===== src/rtl/fifo_consumer.sv =====
// Burst-oriented drain of an upstream FIFO onto a valid/ready stream.
// It pops whole bursts only when the FIFO already holds them, and it marks the last word of each job.
module fifo_consumer #(
  parameter int DATA_W     = 32,
  parameter int CNT_W      = 16,
  parameter int BURST_LEN  = 16,
  parameter int FIFO_DEPTH = 32,
  parameter int CW         = $clog2(FIFO_DEPTH + 1)
) (
  input  logic              clk,
  input  logic              rst_n,
  input  logic              start_i,
  input  logic [CNT_W-1:0]  total_i,
  output logic              busy_o,
  output logic              done_o,
  input  logic [CW-1:0]     fifo_count_i,
  output logic              fifo_rd_en_o,
  input  logic [DATA_W-1:0] fifo_rdata_i,
  output logic              out_valid_o,
  output logic [DATA_W-1:0] out_data_o,
  output logic              out_last_o,
  input  logic              out_ready_i,
  output logic [5:0]        dbg_state_o
);

  localparam int BW = $clog2(BURST_LEN + 1);

  // One-hot state bit positions; dbg_state_o exposes the raw vector.
  localparam int S_IDLE   = 0;
  localparam int S_WAIT   = 1;
  localparam int S_BURST  = 2;
  localparam int S_BDONE  = 3;
  localparam int S_BNDONE = 4;
  localparam int S_DONE   = 5;

  localparam logic [5:0] ST_IDLE   = 6'b000001;
  localparam logic [5:0] ST_WAIT   = 6'b000010;
  localparam logic [5:0] ST_BURST  = 6'b000100;
  localparam logic [5:0] ST_BDONE  = 6'b001000;
  localparam logic [5:0] ST_BNDONE = 6'b010000;
  localparam logic [5:0] ST_DONE   = 6'b100000;

  logic [5:0]        r_state;
  logic [5:0]        w_state_nxt;
  logic [CNT_W-1:0]  r_rem;
  logic [BW-1:0]     r_bcnt;
  logic [BW-1:0]     r_bsz;
  logic              r_inflight;
  logic              r_inflight_last;
  logic              r_out_valid;
  logic [DATA_W-1:0] r_out_data;
  logic              r_out_last;
  logic              r_skid_valid;
  logic [DATA_W-1:0] r_skid_data;
  logic              r_skid_last;

  logic [BW-1:0]     w_bsz_nxt;
  logic              w_wait_ok;
  logic              w_pop_out;
  logic [1:0]        w_occ;
  logic              w_credit;
  logic              w_rd_en;
  logic              w_burst_end;
  logic              w_drained;

  assign w_bsz_nxt   = (r_rem > CNT_W'(BURST_LEN)) ? BW'(BURST_LEN) : BW'(r_rem);
  assign w_wait_ok   = (32'(fifo_count_i) >= 32'(w_bsz_nxt));
  assign w_pop_out   = r_out_valid & out_ready_i;
  assign w_occ       = {1'b0, r_out_valid} + {1'b0, r_skid_valid} + {1'b0, r_inflight};
  // A word popped now lands in the buffer next cycle; never let buffer plus flight exceed two.
  assign w_credit    = (w_occ < (2'd2 + {1'b0, w_pop_out}));
  assign w_rd_en     = r_state[S_BURST] & (r_bcnt < r_bsz) & w_credit;
  assign w_burst_end = ((r_bcnt + BW'(1)) == r_bsz);
  assign w_drained   = ~r_out_valid & ~r_skid_valid & ~r_inflight;

  always_ff @(posedge clk or negedge rst_n) begin
    if (!rst_n) r_state <= ST_IDLE;
    else        r_state <= w_state_nxt;
  end

  always_comb begin
    w_state_nxt = r_state;
    if (r_state[S_IDLE]) begin
      if (start_i) w_state_nxt = (total_i == '0) ? ST_DONE : ST_WAIT;
    end else if (r_state[S_WAIT]) begin
      if (w_wait_ok) w_state_nxt = ST_BURST;
    end else if (r_state[S_BURST]) begin
      if (w_rd_en && w_burst_end) w_state_nxt = (r_rem == CNT_W'(1)) ? ST_BDONE : ST_BNDONE;
    end else if (r_state[S_BNDONE]) begin
      w_state_nxt = ST_WAIT;
    end else if (r_state[S_BDONE]) begin
      if (w_drained) w_state_nxt = ST_DONE;
    end else begin
      w_state_nxt = ST_IDLE;
    end
  end

  always_comb begin
    busy_o       = ~r_state[S_IDLE];
    done_o       = r_state[S_DONE];
    fifo_rd_en_o = w_rd_en;
    out_valid_o  = r_out_valid;
    out_data_o   = r_out_data;
    out_last_o   = r_out_valid & r_out_last;
    dbg_state_o  = r_state;
  end

  always_ff @(posedge clk or negedge rst_n) begin
    if (!rst_n) begin
      r_rem  <= '0;
      r_bcnt <= '0;
      r_bsz  <= '0;
    end else begin
      if (r_state[S_IDLE] && start_i) r_rem <= total_i;
      if (r_state[S_WAIT] && w_wait_ok) begin
        r_bsz  <= w_bsz_nxt;
        r_bcnt <= '0;
      end
      if (w_rd_en) begin
        r_rem  <= r_rem - CNT_W'(1);
        r_bcnt <= r_bcnt + BW'(1);
      end
      if (r_state[S_BNDONE] || r_state[S_DONE]) r_bcnt <= '0;
    end
  end

  // Output register plus skid; the skid only fills while the output register is held.
  always_ff @(posedge clk or negedge rst_n) begin
    if (!rst_n) begin
      r_inflight      <= 1'b0;
      r_inflight_last <= 1'b0;
      r_out_valid     <= 1'b0;
      r_out_data      <= '0;
      r_out_last      <= 1'b0;
      r_skid_valid    <= 1'b0;
      r_skid_data     <= '0;
      r_skid_last     <= 1'b0;
    end else begin
      r_inflight      <= w_rd_en;
      r_inflight_last <= w_rd_en & (r_rem == CNT_W'(1));
      if (w_pop_out) begin
        if (r_skid_valid) begin
          r_out_data  <= r_skid_data;
          r_out_last  <= r_skid_last;
          r_out_valid <= 1'b1;
          if (r_inflight) begin
            r_skid_data <= fifo_rdata_i;
            r_skid_last <= r_inflight_last;
          end else begin
            r_skid_valid <= 1'b0;
            r_skid_last  <= 1'b0;
          end
        end else if (r_inflight) begin
          r_out_data  <= fifo_rdata_i;
          r_out_last  <= r_inflight_last;
          r_out_valid <= 1'b1;
        end else begin
          r_out_valid <= 1'b0;
          r_out_last  <= 1'b0;
        end
      end else if (r_inflight) begin
        if (!r_out_valid) begin
          r_out_data  <= fifo_rdata_i;
          r_out_last  <= r_inflight_last;
          r_out_valid <= 1'b1;
        end else begin
          r_skid_data  <= fifo_rdata_i;
          r_skid_last  <= r_inflight_last;
          r_skid_valid <= 1'b1;
        end
      end
    end
  end

endmodule


===== config.mk =====
export PLATFORM = sky130hd
export DESIGN_NAME = fifo_consumer
export DESIGN_NICKNAME = d
export VERILOG_FILES = /design/src/rtl/fifo_consumer.sv
export SDC_FILE = /design/constraint.sdc
export NUM_CORES = 1
export LEC_CHECK = 0
export CAP_MARGIN = 30
export CORE_ASPECT_RATIO = 1.4
export CORE_MARGIN = 2
export CORE_UTILIZATION = 52
export DETAILED_ROUTE_END_ITERATION = 12
export PLACE_DENSITY_LB_ADDON = 0.1
export RECOVER_POWER = 25
export SYNTH_ARGS = -nofsm -noshare
export SYNTH_HDL_FRONTEND = slang
export SYNTH_SLANG_ARGS = --single-unit

===== constraint.sdc =====
create_clock -name clk -period 3.8 [get_ports clk]
set_input_delay 0.76 -clock clk [delete_from_list [all_inputs] [get_ports clk]]
set_output_delay 0.76 -clock clk [all_outputs]
set_load 0.01 [all_outputs]

Yosys cells after proc, flatten, opt, wreduce, memory -nomap -nowiden
Index checks and enable logic that the tools add are counted.

word-level totals
  register bits after elaboration = 102
  bits of input ports = 58
  output and inout bits = 43

cells by class
  add/subtract/negate cells = 5
  $lt $le $gt $ge = 4
  equality and inequality tests = 9
  multiplexer cells = 43
  bitwise logic cells = 11
  reduce and logical (&&, ||, !) cells = 18

operators with widths
  cell                                                             number
  two-way mux 32 bit                                               9
  two-way mux 6 bit                                                10
  two-way mux 16 bit                                               2
  two-way mux 5 bit                                                5
  two-way mux 1 bit                                                17
  == test 16 x 1 -> 1 bit (second input constant)                  1
  greater-than comparator 16 x 5 -> 1 bit (second input constant)  1
  logical NOT 16 bit                                               1
  subtractor 16 x 1 -> 16 bit (second input constant)              1
  AND reduction 3 bit                                              3
  AND reduction 4 bit                                              2
  nonzero test 2 bit                                               4
  AND 1 bit                                                        7
  greater-or-equal comparator 6 x 5 -> 1 bit                       1
  inequality test 2 bit (second input constant)                    3
  inequality test 6 x 4 -> 1 bit (second input constant)           1
  AND reduction 2 bit                                              3
  adder 5 x 1 -> 5 bit (second input constant)                     1
  == test 5 bit                                                    1
  less-than comparator 5 bit                                       1
  inequality test 4 x 3 -> 1 bit (second input constant)           1
  inverter 1 bit                                                   4
  logical AND 1 bit                                                3
  inequality test 3 x 2 -> 1 bit (second input constant)           1
  7 further kinds                                                  7

Depth between registers and ports, before layout
  depth after elaboration = 9
  mapped depth = 12
  gate-level depth less buffers = 12

Worst setup path before layout
Ideal clock, no wire load.

  path type = reg-to-reg
  start = register r_rem[10]
  end = register r_state[3], in the netlist dbg_state_o[3]
  library setup time = 126 ps
  data arrival time = 2813 ps
  required time = 3674 ps
  setup slack = 861 ps
  stages on the path, launching flop included = 13
  cell sequence = dfrtp_1 nor3_1 nand2_1 or4_4 a211oi_4 nand2_1 ha_1 a21o_1 a31oi_1 o31ai_1 o31a_2 o21ai_2 a221o_1

between the ends
  longest elaborated chain between the ends = 6
  elaborated cells on any way between the ends = 11
  classes of those cells = order compare (2); eq/ne (2); mux (6); reduce/logical (1)

RTL lines
  what                                                                             line  source
  start, declared                                                                  45    logic [CNT_W-1:0] r_rem;
  start signal, assigned                                                           114   if (r_state[S_IDLE] && start_i) r_rem <= total_i;
  start signal, assigned                                                           120   r_rem <= r_rem - CNT_W'(1);
  branches (longest 6 deep; another with greater-than comparator 16 x 5 -> 1 bit)  --
  end signal, assigned                                                             78    else r_state <= w_state_nxt;
  end, declared                                                                    43    logic [5:0] r_state;

Several ways; the timed one is not identified. The select of a mux whose other input is x is not followed.
A chain may end at the register's enable or synchronous reset.

Worst setup path in the final report
  start = register r_inflight
  end = output port fifo_rd_en_o

between the ends
  longest elaborated chain between the ends = 3

RTL lines
  what                        line  source
  start, declared             48    logic r_inflight;
  start signal, assigned      139   r_inflight <= w_rd_en;
  adder 2 x 1 -> 2 bit        69    assign w_occ = {1'b0, r_out_valid} + {1'b0, r_skid_valid} + {1'b0, r_inflight};
  less-than comparator 2 bit  71    assign w_credit = (w_occ < (2'd2 + {1'b0, w_pop_out}));
  AND 1 bit                   72    assign w_rd_en = r_state[S_BURST] & (r_bcnt < r_bsz) & w_credit;
  end, declared               17    output logic fifo_rd_en_o,

No other way between the ends.

==> reports/metrics.cfg <==
[die]
num_rows=43
ios=101
chipWidth_um=88.61
chipHeight_um=122.5
die_area_um2=10850
start_util_pct=52.93
core-area_um2=9846

[sta]
fmax_mhz=286.4
finalMaxSlewViolations=67
min_period_over_period_pct=91.88
hold_violations=0
skew_ns=0.006466
relSlewSlack_pct=-14.16
worst_pin_slew_ns=1.712
rsz0062_at_grt=false
fin_crit_ns=3.491
finalSetupViolations=0
fin_tns_setup_ns=0

[worst_setup_path]
cp.required_ns=3.04
worst-path-max-fanout=9
critical_path.slowest_cell=fa_1
crit_type=register to output pin
critPathLaunchType=register
critPathCaptureType=output pin
arrival_ns=2.73
max_stage_delay_ns=0.57
reg2reg_setup_slack_ns=0.51
crit_path_cell_trace=inv_1 -> fa_1 -> a31oi_4 -> a2111oi_4 -> nand2_4 -> inv_2 -> clkdlybuf4s50_1

[logic_synthesis]
synth_edf_count=0
synth_cell_type_count=62
ys_async_sr_fraction_pct=100.0
synth_area_leader_cell=dfrtp_1
netlist_area_um2=5211
ys_warn_count=0
synthesis.nets=566
yosysSeqAreaShare_pct=49.00
synth-seq-cells=102
synthFlopType=dfrtp_1
synth_top_area_share_pct=48.50
netlist_instances=493
syn_avg_cell_area_um2=10.57
synth_area_leaders=dfrtp_1 48%, mux2_2 6.9%, mux2i_1 6.1%

[global_routing]
grt_max_degree=68
grt_pass1_wl_um=18540
grt_overflow=0
track_usage_pct=22.17
grt_antenna_before_repair=0
grt_pass1_vias=3875

[drt]
wl_met3_um=573
ant_nets=0
drtIter0Drc=155
top_layer=met4
met1Wirelength_um=4855
wl_per_cell_um=15.78
viasPerCell=5.612
drc_errors=0
drt_first_pass_iters=4
wl_met2_um=5837
vias=4091
routed_wl_um=11500

[power]
ir_worst_vdd_uv=423.8
pwr-share-comb_pct=42.9
p_seq_share_pct=37.2
p_int_mw=3.230
clock_power_share_pct=20.0
switching_share_pct=36.48
p_per_area_nw_per_um2=763.0
switchingPower_mw=1.855
power.leakage_nw=3.004

[layout]
drive_gt1_share_pct=13.97
antennaDiodeCount=0
post-route-cell-area_um2=6665
area_growth_pct=27.90
nets=662
utilization_pct=67.70

[run_status]
violations=max-capacitance violations, max-slew violations
status=finished, violations left

[flow_run]
cap_violations=1

[cts]
clock_sinks=102
cts.clk_slew.worst_paths_ns=0.07
cts_tree=built
htreeDepth=3
numCtsBuffers=9
postCtsSetupBuffers=0
cts_buffer_depth=2
cts_resized=0
postCtsHoldBufs=0
insertion_delay_ns=0.34
cts_root_buf=clkbuf_16

[placed_design]
gp_congestion=0.8876
dpl.hpwl_um=8054
io_buffers=100
post_dp_cell_area_um2=6316

[hold_path]
hold_path.class=register to register

cell type report:
class	count	area [µm²]
Clock buffer	10	239.0
Clock inverter	6	92.59
Fill cell	771	3181
Inverter	18	67.56
Multi-Input combinational cell	350	2462
Sequential cell	102	2554
Tap cell	135	168.9
Timing Repair Buffer	108	1081
routing by layer:
layer	GRT usage [%]	vias to the layer above
li1	-	1964
met5	0	-
met1	28.18	1956
met4	7.955	0
met2	38.11	149
met3	3.295	22
sequential cells by signal, summed over array words and instances, names as in the netlist, 5 cells and up:
name / count
r_rem: 16
r_skid_data: 32
r_bsz: 5
out_data_o: 32
r_bcnt: 5
dbg_state_o: 6
synthesized netlist by cell type (3+ instances only):
cell and number:
clkbuf_1 7, nor2_1 24, nor3_1 12, dfrtp_1 101
o21ai_0 55, a21o_1 3, a221o_1 11, o21ai_1 5
or2_2 3, ha_1 14, mux2_2 32, nand2_1 60
xnor2_1 3, mux2i_1 32, buf_6 3, a31oi_1 5
nand3_1 16, and3_1 3, buf_4 4, nor3b_1 3
a21oi_1 14, buf_2 9, inv_1 17, nor4_1 9
nand2b_1 4
metrics by stage:
| step | hold slack (ns) | instances | total power [mW] | setup slack, ns |
|---|---|---|---|---|
| after global routing | 0.5148 | 729 | 5.436 | 0.1587 |
| after CTS | 0.4852 | 728 | 5.097 | 0.2966 |
| after global placement | 0.4606 | 712 | 3.976 | 0.4129 |
| final | 0.4787 | 729 | 5.085 | 0.3087 |
| after floorplan | 0.4623 | 493 | 3.274 | 0.8608 |
| after detailed placement | 0.4698 | 712 | 4.072 | 0.3793 |
critical path: cells and delay by family (launching register included):
kind                       cells  cell delay, ns
buffers and inverters          3            0.74
adders and majority gates      1            0.57
AOI/OAI and AO/OA              2            0.49
DFF                            1            0.48
and+or+nand+nor                1            0.10
cell usage in the layout, fill, tap and decap left out, types with 2 or more instances in the layout:
cell             synthesis  layout
dfrtp_1                101     101
clkdlybuf4s50_1          0      99
nand2_1                 60      59
o21ai_0                 55      55
mux2_2                  32      32
mux2i_1                 32      32
nor2_1                  24      24
inv_1                   17      17
nand3_1                 16      15
a21oi_1                 14      14
ha_1                    14      14
nor3_1                  12      12
a221o_1                 11      11
nor4_1                   9       9
clkbuf_16                0       9
buf_4                    4       6
o21ai_1                  5       5
a31oi_1                  5       5
nand2b_1                 4       4
a21o_1                   3       3
and3_1                   3       3
nor3b_1                  3       3
or2_2                    3       3
xnor2_1                  3       3
or3_1                    2       2
nand3b_1                 2       2
and2_1                   2       2
nand2_2                  1       2
a211oi_1                 2       2
xor2_1                   2       2
o31ai_1                  2       2
o31a_1                   2       2
bufinv_16                0       2
buf_12                   0       2
kinds of logic (layout without fill, tap and decap cells):
logic type                 Yosys count  in the layout  share of synthesized area (%)
and+or+nand+nor                    150            150                          14.41
muxes                               65             65                          13.28
buffers and inverters               41            142                          3.889
xor gates and xnor gates             5              5                         0.8405
adders and majority gates           15             15                          3.746
DFF                                102            102                          49.00
AOI/OAI and AO/OA                  115            115                          14.84
power by group through the flow:
stage	clock [mW]	combinational [mW]	sequential [mW]
4_1_cts	1.03	2.18	1.89
5_1_grt	1.07	2.41	1.95
6_report	1.01	2.18	1.89
2_1_floorplan	0	1.37	1.90
3_3_place_gp	0	2.09	1.88
3_5_place_dp	0	2.16	1.91
final timing paths:
kind | start | end | depth (start not counted)
min reg2reg | out_data_o[27] | out_data_o[27] | 2
min in group asynchronous | rst_n | out_data_o[26] | 1
min | out_data_o[27] | out_data_o[27] | 2
max | r_inflight | fifo_rd_en_o | 7
max in group asynchronous | rst_n | r_rem[14] | 1
max reg2reg | r_rem[10] | dbg_state_o[3] | 12
Power figures use the tool's default switching activity.
